[src/rtl/bot_sysreg_gen.sv]
// Robot system-register generator: every UPDATE_DIV cycles it samples the
// motor command, advances heading/position/odometers and publishes a new
// register set, announced with a one-cycle upd_sysregs pulse.
//
// Ports:
//   sysclk      - system clock, all state on the rising edge
//   sysreset    - asynchronous active-low reset
//   run         - 1 = period counter advances, 0 = counter holds
//   MotCtl      - [7] left dir, [6:4] left speed, [3] right dir, [2:0] right speed
//   locx, locy  - committed bot coordinates
//   botinfo     - [2:0] heading, [3] blocked, [4] moved
//   sensors     - [0] x==0, [1] x==255, [2] y==0, [3] y==255
//   lmdist      - left-wheel odometer (mod 256)
//   rmdist      - right-wheel odometer (mod 256)
//   upd_sysregs - one-cycle pulse: new register set valid
module bot_sysreg_gen #(
  parameter int unsigned UPDATE_DIV = 5000000,
  parameter logic [7:0]  INIT_X     = 8'd128,
  parameter logic [7:0]  INIT_Y     = 8'd128
) (
  input  logic       sysclk,
  input  logic       sysreset,
  input  logic       run,
  input  logic [7:0] MotCtl,
  output logic [7:0] locx,
  output logic [7:0] locy,
  output logic [7:0] botinfo,
  output logic [7:0] sensors,
  output logic [7:0] lmdist,
  output logic [7:0] rmdist,
  output logic       upd_sysregs
);

  localparam int unsigned CNT_W = (UPDATE_DIV > 1) ? $clog2(UPDATE_DIV) : 1;
  localparam logic [CNT_W-1:0] CNT_LAST = CNT_W'(UPDATE_DIV - 1);

  typedef enum logic [1:0] {
    S_COUNT  = 2'd0,
    S_CALC   = 2'd1,
    S_COMMIT = 2'd2,
    S_NOTIFY = 2'd3
  } state_t;

  state_t           state;
  state_t           state_nxt;
  logic [CNT_W-1:0] cnt;
  logic             cnt_last;

  logic calc_c;
  logic commit_c;
  logic notify_c;

  // Staged results, captured in CALC and published in COMMIT
  logic [7:0] stg_x;
  logic [7:0] stg_y;
  logic [2:0] stg_hdg;
  logic       stg_blk;
  logic       stg_mov;
  logic [7:0] stg_lm;
  logic [7:0] stg_rm;

  // Combinational next-value computation
  logic [2:0] heading;
  logic       ldir;
  logic       rdir;
  logic [2:0] lspd;
  logic [2:0] rspd;
  logic       lnz;
  logic       rnz;
  logic       xi;
  logic       xd;
  logic       yi;
  logic       yd;
  logic       mxi;
  logic       mxd;
  logic       myi;
  logic       myd;
  logic [7:0] nx_c;
  logic [7:0] ny_c;
  logic [2:0] nh_c;
  logic       nblk_c;
  logic       nmov_c;

  assign heading  = botinfo[2:0];
  assign ldir     = MotCtl[7];
  assign lspd     = MotCtl[6:4];
  assign rdir     = MotCtl[3];
  assign rspd     = MotCtl[2:0];
  assign lnz      = (lspd != 3'd0);
  assign rnz      = (rspd != 3'd0);
  assign cnt_last = (cnt == CNT_LAST);

  // Period counter: free-running through CALC/COMMIT/NOTIFY, gated only by run
  always_ff @(posedge sysclk or negedge sysreset) begin
    if (!sysreset) begin
      cnt <= '0;
    end else if (run) begin
      cnt <= cnt_last ? '0 : cnt + CNT_W'(1);
    end
  end

  // FSM state register
  always_ff @(posedge sysclk or negedge sysreset) begin
    if (!sysreset) begin
      state <= S_COUNT;
    end else begin
      state <= state_nxt;
    end
  end

  // FSM next state
  always_comb begin
    state_nxt = state;
    case (state)
      S_COUNT:  if (run && cnt_last) state_nxt = S_CALC;
      S_CALC:   state_nxt = S_COMMIT;
      S_COMMIT: state_nxt = S_NOTIFY;
      S_NOTIFY: state_nxt = S_COUNT;
      default:  state_nxt = S_COUNT;
    endcase
  end

  // FSM decoded strobes
  always_comb begin
    calc_c   = 1'b0;
    commit_c = 1'b0;
    notify_c = 1'b0;
    case (state)
      S_CALC:   calc_c   = 1'b1;
      S_COMMIT: commit_c = 1'b1;
      S_NOTIFY: notify_c = 1'b1;
      default:  ;
    endcase
  end

  // Unit step of the current heading, split into inc/dec flags per axis
  always_comb begin
    xi = 1'b0;
    xd = 1'b0;
    yi = 1'b0;
    yd = 1'b0;
    case (heading)
      3'd0: yi = 1'b1;
      3'd1: begin xi = 1'b1; yi = 1'b1; end
      3'd2: xi = 1'b1;
      3'd3: begin xi = 1'b1; yd = 1'b1; end
      3'd4: yd = 1'b1;
      3'd5: begin xd = 1'b1; yd = 1'b1; end
      3'd6: xd = 1'b1;
      default: begin xd = 1'b1; yi = 1'b1; end
    endcase
  end

  // Motion rules: translate when both wheels agree, otherwise rotate
  always_comb begin
    nx_c   = locx;
    ny_c   = locy;
    nh_c   = heading;
    nblk_c = 1'b0;
    mxi    = 1'b0;
    mxd    = 1'b0;
    myi    = 1'b0;
    myd    = 1'b0;
    if (lnz && rnz && (ldir == rdir)) begin
      // Reverse drive swaps the sense of each axis step
      mxi = ldir ? xd : xi;
      mxd = ldir ? xi : xd;
      myi = ldir ? yd : yi;
      myd = ldir ? yi : yd;
    end else if (lnz && rnz) begin
      nh_c = ldir ? 3'(heading - 3'd1) : 3'(heading + 3'd1);
    end else if (lnz) begin
      nh_c = ldir ? 3'(heading - 3'd1) : 3'(heading + 3'd1);
    end else if (rnz) begin
      nh_c = rdir ? 3'(heading + 3'd1) : 3'(heading - 3'd1);
    end
    // Each axis saturates independently; a refused step flags blocked
    if (mxi) begin
      if (locx == 8'hFF) nblk_c = 1'b1;
      else               nx_c   = 8'(locx + 8'd1);
    end
    if (mxd) begin
      if (locx == 8'h00) nblk_c = 1'b1;
      else               nx_c   = 8'(locx - 8'd1);
    end
    if (myi) begin
      if (locy == 8'hFF) nblk_c = 1'b1;
      else               ny_c   = 8'(locy + 8'd1);
    end
    if (myd) begin
      if (locy == 8'h00) nblk_c = 1'b1;
      else               ny_c   = 8'(locy - 8'd1);
    end
    nmov_c = (nx_c != locx) || (ny_c != locy);
  end

  // CALC: single sample of MotCtl into the staging registers
  always_ff @(posedge sysclk or negedge sysreset) begin
    if (!sysreset) begin
      stg_x   <= INIT_X;
      stg_y   <= INIT_Y;
      stg_hdg <= 3'd0;
      stg_blk <= 1'b0;
      stg_mov <= 1'b0;
      stg_lm  <= 8'd0;
      stg_rm  <= 8'd0;
    end else if (calc_c) begin
      stg_x   <= nx_c;
      stg_y   <= ny_c;
      stg_hdg <= nh_c;
      stg_blk <= nblk_c;
      stg_mov <= nmov_c;
      stg_lm  <= 8'(lmdist + {5'd0, lspd});
      stg_rm  <= 8'(rmdist + {5'd0, rspd});
    end
  end

  // COMMIT: publish the whole register set at once
  always_ff @(posedge sysclk or negedge sysreset) begin
    if (!sysreset) begin
      locx    <= INIT_X;
      locy    <= INIT_Y;
      botinfo <= 8'd0;
      sensors <= 8'd0;
      lmdist  <= 8'd0;
      rmdist  <= 8'd0;
    end else if (commit_c) begin
      locx    <= stg_x;
      locy    <= stg_y;
      botinfo <= {3'd0, stg_mov, stg_blk, stg_hdg};
      sensors <= {4'd0, (stg_y == 8'hFF), (stg_y == 8'h00),
                  (stg_x == 8'hFF), (stg_x == 8'h00)};
      lmdist  <= stg_lm;
      rmdist  <= stg_rm;
    end
  end

  // Update pulse, registered from the NOTIFY state
  always_ff @(posedge sysclk or negedge sysreset) begin
    if (!sysreset) begin
      upd_sysregs <= 1'b0;
    end else begin
      upd_sysregs <= notify_c;
    end
  end

endmodule

[config.mk]
export PLATFORM = sky130hd
export DESIGN_NAME = bot_sysreg_gen
export DESIGN_NICKNAME = d
export VERILOG_FILES = /design/src/rtl/bot_sysreg_gen.sv
export SDC_FILE = /design/constraint.sdc
export NUM_CORES = 1
export LEC_CHECK = 0
export BUFFER_PORTS_ARGS = -buffer_cell sky130_fd_sc_hd__buf_2
export CORE_AREA = 2 2 111 113
export CTS_CLUSTER_SIZE = 30
export DETAILED_ROUTE_END_ITERATION = 8
export DIE_AREA = 0 0 113 115
export PLACE_DENSITY_LB_ADDON = 0.08
export SETUP_SLACK_MARGIN = 0.1
export SLEW_MARGIN = 10
export SYNTH_ARGS = -nofsm -noshare
export SYNTH_HDL_FRONTEND = slang
export SYNTH_SLANG_ARGS = --single-unit
[constraint.sdc]
create_clock -name sysclk -period 4.93 [get_ports sysclk]
set_clock_uncertainty 0.2 [all_clocks]
set_input_delay 0.2465 -clock sysclk [delete_from_list [all_inputs] [get_ports sysclk]]
set_output_delay 0.2465 -clock sysclk [all_outputs]
set_load 0.03 [all_outputs]
After elaboration in Yosys (flattened, before gate mapping)
Cells that the tools add are included.
W data, S select, Z words.
{"block": "word_totals", "reg_bits": 104, "latchBits": 0, "ram_bits": 0, "rom_bits": 0, "input_bits": 11, "out_inout_bits": 49, "wordCells": 99, "n_memories": 0}
{"block": "op_classes", "n_addsub": 9, "multipliers": 0, "n_div": 0, "magnitude_cmp": 0, "n_eq_ne": 18, "shifts": 0, "n_mux": 40, "bitwise_logic": 0, "reduce_logical": 16}
{"cell": "$mux W8", "n": 8}
{"cell": "$eq A8 B8 Y1 const B", "n": 4}
{"cell": "$logic_not A8 Y1", "n": 4}
{"cell": "$add A23 B1 Y23 const B", "n": 1}
{"cell": "$eq A23 B23 Y1 const B", "n": 1}
{"cell": "$mux W1", "n": 23}
{"cell": "$mux W23", "n": 1}
{"cell": "$mux W3", "n": 6}
{"cell": "$add A8 B1 Y8 const B", "n": 2}
{"cell": "$add A8 B3 Y8", "n": 2}
{"cell": "$ne A8 B8 Y1", "n": 2}
{"cell": "$sub A8 B1 Y8 const B", "n": 2}
{"cell": "$reduce_or A5 Y1", "n": 2}
{"cell": "$eq A3 B3 Y1 const B", "n": 3}
{"cell": "$pmux W2 S4", "n": 1}
{"cell": "$eq A3 B2 Y1 const B", "n": 2}
{"cell": "$reduce_bool A3 Y1", "n": 2}
{"cell": "$reduce_or A3 Y1", "n": 2}
{"cell": "$eq A2 B2 Y1 const B", "n": 2}
{"cell": "$add A3 B1 Y3 const B", "n": 1}
{"cell": "$eq A3 B1 Y1 const B", "n": 1}
{"cell": "$logic_and A1 B1 Y1", "n": 3}
{"cell": "$logic_not A3 Y1", "n": 1}
{"cell": "$sub A3 B1 Y3 const B", "n": 1}
{"cell": "other kinds (6)", "n": 6}

Longest topological paths before layout
{"block": "depth", "depth_word": 12, "depth_mapped": 9, "ltp_nobuf": 8}

Least setup slack after synthesis
No wires, ideal clock.
{"block": "synth_path", "path_type": "register to register", "startpoint": "register botinfo[0]", "endpoint": "register stg_y[6]", "setup_ns": 0.080, "arrival_time_ns": 2.662, "t_required_ns": 4.650, "setup_slack_ns": 1.988, "stages_incl_launch_ff": 9, "n_path_buf": 0, "synth_period_minus_slack_ns": 2.942, "cell_sequence": "dfrtp_1 > inv_1 > ha_1 > or3b_4 > a211oi_2 > o21ai_2 > or4b_1 > nor4bb_1 > nor3_2"}
{"block": "synth_via", "elab_chain_len": 8, "word_cells_on_any_way": 16, "cone_classes": "eq/ne: 5; mux: 9; reduce/logical: 2"}
{"element": "from (decl)", "line_no": "27", "text": "output logic [7:0] botinfo,"}
{"element": "from (signal assigned)", "line_no": "230", "text": "botinfo <= {3'd0, stg_mov, stg_blk, stg_hdg};"}
{"element": "$eq A3 B3 Y1 or $eq A3 B2 Y1 (tied branches)", "line_no": "142", "text": "case (heading)"}
{"element": "$reduce_or A5 Y1 (no source line) or $reduce_or A3 Y1 (tied branches)"}
{"element": "$mux W1", "line_no": "142"}
{"element": "$mux W1", "line_no": "168", "text": "myi = ldir ? yd : yi;"}
{"element": "$mux W1", "line_no": "164", "text": "if (lnz && rnz && (ldir == rdir)) begin"}
{"element": "$mux W8", "line_no": "186", "text": "if (myi) begin"}
{"element": "$mux W8", "line_no": "191", "text": "if (locy == 8'h00) nblk_c = 1'b1;"}
{"element": "$mux W8 *", "line_no": "190", "text": "if (myd) begin"}
{"element": "to (signal assigned)", "line_no": "209", "text": "stg_y <= ny_c;"}
{"element": "to (decl)", "line_no": "55", "text": "logic [7:0] stg_y;"}
Mark *: on every way between the ends. The rest lies on a longest branch, timed or not.
A chain may end at the register's enable or synchronous reset.

Worst setup path after layout
{"block": "layout_path", "startpoint": "register botinfo[1]", "endpoint": "register stg_y[6]"}
Same word-level chain as after synthesis.

==> flow_metrics.tcl <==
set metrics [dict create \
    cts_buffer_depth 2 \
    synth_edf_count 0 \
    diodes 0 \
    cts_buffers 9 \
    dr.pass1.iters 6 \
    worstHoldStart "MotCtl[0]" \
    rsz0062_at_grt "no" \
    arrival_ns 3.19 \
    rrSetupSlack_ns 1.81 \
    crit_slowest_cell "o211ai_1" \
    seqPwrFrac_pct 49.2 \
    port_buffers 52 \
    internal-power_mw 1.38 \
    first_iter_violations 233 \
    clock_latency_ns 0.35 \
    worst_pin_slew_ns 0.852 \
    critPathKind "reg -> reg" \
    switchingPower_uw 498 \
    syn_to_final_growth_pct 11.0 \
    yosysUniqueCellTypes 68 \
    relSlewSlack_pct 43.2 \
    clockRootBuffer "clkbuf_16" \
    report.final.slew_viol_count 0 \
    status "complete, but fails checks" \
    cts_tree "built" \
    synth_seq_cells 104 \
    first_global_vias 4437 \
    whs_endpoint "stg_rm[0]$_DFFE_PN0N_" \
    antenna_left 0 \
    cap_violations 0 \
    yosysSeqAreaShare_pct 43.6 \
    clkTransAtPathRegs_ns 0.07 \
    hold_viol 0 \
    syn_inst 613 \
    leakage_nw 3.06 \
    ys.flop_type "dfrtp_1" \
    p_clk_share_pct 38.9 \
    worstSetupStartpointType "register" \
    h-tree-depth 3 \
    drcViolationCount 3 \
    ioPinCount 60 \
    path_delay_family "simple AND/OR/NAND/NOR gates" \
    gp_congestion 0.897 \
    antenna_found_initial 0 \
    wl_per_cell_um 16.0 \
    routed_via_density 5.68 \
    max_freq_mhz 320 \
    synth-async-reset-ratio_pct 100 \
    period_minus_slack_ns 3.12 \
    grt_overflow 0 \
    core-area_mm2 0.0118 \
    post-dp-hpwl_um 9000 \
    post-route-period-util_pct 63.3 \
    vias 4561 \
    grt_pass1_wl_um 21700 \
    endpoint_kind "register" \
    setup_tns_ns 0 \
    violations "design-rule violations" \
    p_sw_share_pct 26.5 \
    dieHeight_um 115 \
    layout-drive-gt1-share_pct 18.8 \
    power_frac_comb_pct 11.9 \
    num_rows 40 \
    holdCritPathClass "in -> reg" \
    ir_drop_mv 0.290 \
    ys.warnings.count 0 \
    holdWs_ns 0.0868 \
    synth_area_mm2 0.00599 \
    crit_start "botinfo[1]$_DFFE_PN0P_" \
    grt_usage_pct 20.7 \
    avgSynthCellArea_um2 9.77 \
    cp_slowest_stage_delay_ns 0.68 \
    die_area_mm2 0.0130 \
    fp.dieW_um 113 \
    reg2reg_depth 8 \
    cp.required_ns 5.00 \
    setup_viol 0 \
    holdPathStages 3 \
    finalNetCount 690 \
    cts.sinks 104 \
    grt_max_degree 60 \
    rr_startpoint "botinfo[1]$_DFFE_PN0P_" \
    crit_buf_inv 1 \
    cp_max_fo 11 \
    reg2reg_to "stg_y[6]$_DFFE_PN0N_" \
    initial_core_util_pct 50.7 \
    crit_path_cell_trace "inv_1, ha_1, nor3b_1, nor3_1, o211ai_1, or4b_1, nor4bb_1, nor3_2" \
    finalWirelength_um 12900 \
    p_per_area_mw_per_mm2 283 \
]
synth_stat cells, types with 4 or more instances:
| cell type | instances | area share [%] |
|---|---|---|
| buf_4 | 7 | 0.88 |
| nor2b_1 | 4 | 0.42 |
| dfstp_2 | 4 | 1.8 |
| dfrtp_1 | 100 | 42 |
| o211ai_1 | 4 | 0.50 |
| mux2_2 | 39 | 7.3 |
| o21ai_1 | 7 | 0.59 |
| nor3_1 | 15 | 1.3 |
| mux2i_1 | 11 | 1.8 |
| buf_2 | 4 | 0.33 |
| or3_1 | 6 | 0.63 |
| nor2_1 | 52 | 3.3 |
| a21o_1 | 5 | 0.63 |
| and3_1 | 7 | 0.73 |
| o21ai_0 | 27 | 2.3 |
| xor2_1 | 18 | 2.6 |
| nand2b_1 | 5 | 0.52 |
| ha_1 | 25 | 5.2 |
| a21oi_1 | 20 | 1.7 |
| o21a_1 | 4 | 0.50 |
| clkbuf_1 | 22 | 1.4 |
| nand3_1 | 27 | 2.3 |
| nand4_1 | 12 | 1.3 |
| a211oi_1 | 4 | 0.50 |
| a31oi_1 | 7 | 0.73 |
| nand2_1 | 47 | 2.9 |
| o32ai_1 | 4 | 0.59 |
| inv_1 | 28 | 1.8 |
| xnor2_1 | 26 | 3.8 |
| nor4_1 | 10 | 1.0 |
power by group through the flow:
| stage | sequential [mW] | combinational, mW | clock (mW) |
|---|---|---|---|
| after floorplan | 0.946 | 0.152 | 0 |
| after global placement | 0.937 | 0.220 | 0 |
| after detailed placement | 0.941 | 0.223 | 0 |
| after CTS | 0.925 | 0.226 | 0.759 |
| after global routing | 0.931 | 0.254 | 0.790 |
| final | 0.926 | 0.223 | 0.732 |
stage by stage:
step	cell area [um2]	worst slack (ns)	utilization [%]	total power, mW	instances
floorplan	6010	1.99	-	1.10	619
global placement	6320	1.99	53.5	1.16	786
detailed placement	6320	1.88	53.5	1.16	786
CTS	6650	1.86	56.3	1.91	803
global route	6650	1.57	56.3	1.97	803
finish	6650	1.81	56.3	1.88	803
final cells by class:
| class | count | area (um2) |
|---|---|---|
| Inverter | 28 | 105 |
| Multi-Input combinational cell | 451 | 3140 |
| Tap cell | 147 | 184 |
| Clock inverter | 5 | 63.8 |
| Clock buffer | 10 | 239 |
| Fill cell | 1070 | 5160 |
| Timing Repair Buffer | 58 | 313 |
| Sequential cell | 104 | 2610 |
worst max-delay path by stage:
| stage | endpoint | cells after the start | slack (ns) |
|---|---|---|---|
| floorplan | stg_y[6]$_DFFE_PN0N_ | 8 | 1.99 |
| global placement | stg_y[6]$_DFFE_PN0N_ | 8 | 1.99 |
| detailed placement | stg_y[6]$_DFFE_PN0N_ | 8 | 1.88 |
| CTS | stg_y[6]$_DFFE_PN0N_ | 8 | 1.86 |
| global route | stg_y[6]$_DFFE_PN0N_ | 8 | 1.57 |
| finish | stg_y[6]$_DFFE_PN0N_ | 8 | 1.81 |
per-layer routing:
metal	wire length [um]	part of all wire [%]	track usage [%]
met1	6190	48	28.8
met2	5960	46	32.9
met3	527	4.1	4.90
met4	184	1.4	5.20
met5	0	0	0
flip-flops by register name, indices dropped and copies added (netlist names), 5 cells and up:
register / count
stg_x: 8
lmdist: 8
stg_rm: 8
stg_y: 8
locy: 8
rmdist: 8
botinfo: 5
cnt: 23
locx: 8
stg_lm: 8
cell usage in the layout (no fill, tap or decap), drive strengths merged, types with 6 or more instances in the layout:
cell / count
a211oi: 6
a21oi: 20
a31oi: 7
and3: 7
buf: 56
clkbuf: 10
conb: 7
dfrtp: 100
ha: 25
inv: 31
mux2: 40
mux2i: 11
nand2: 47
nand3: 27
nand4: 12
nor2: 52
nor3: 17
nor4: 10
o21ai: 35
or3: 6
xnor2: 26
xor2: 18
cells by family after synthesis:
group,after synthesis,share of synthesized area (%)
compound gates,113,12.6
xor+xnor,44,6.44
fa+ha+maj,27,5.89
buf+inv,64,4.53
flops,104,43.6
mux,51,9.36
other cells,1,0.0626
simple gates,209,17.5
what timing repair did:
action,CTS,global route
gates resized for setup,0,0
hold buffers,2,0
setup buffers,0,0
endpoints found under the hold margin,44,0
worst register-to-register path, delay by kind of cell, from the launching register on:
family	cells	cell delay [ns]
compound gates	1	0.68
flops	1	0.45
fa+ha+maj	1	0.27
simple gates	5	1.26
buf+inv	1	0.17
(Power assumes the default switching activity.)
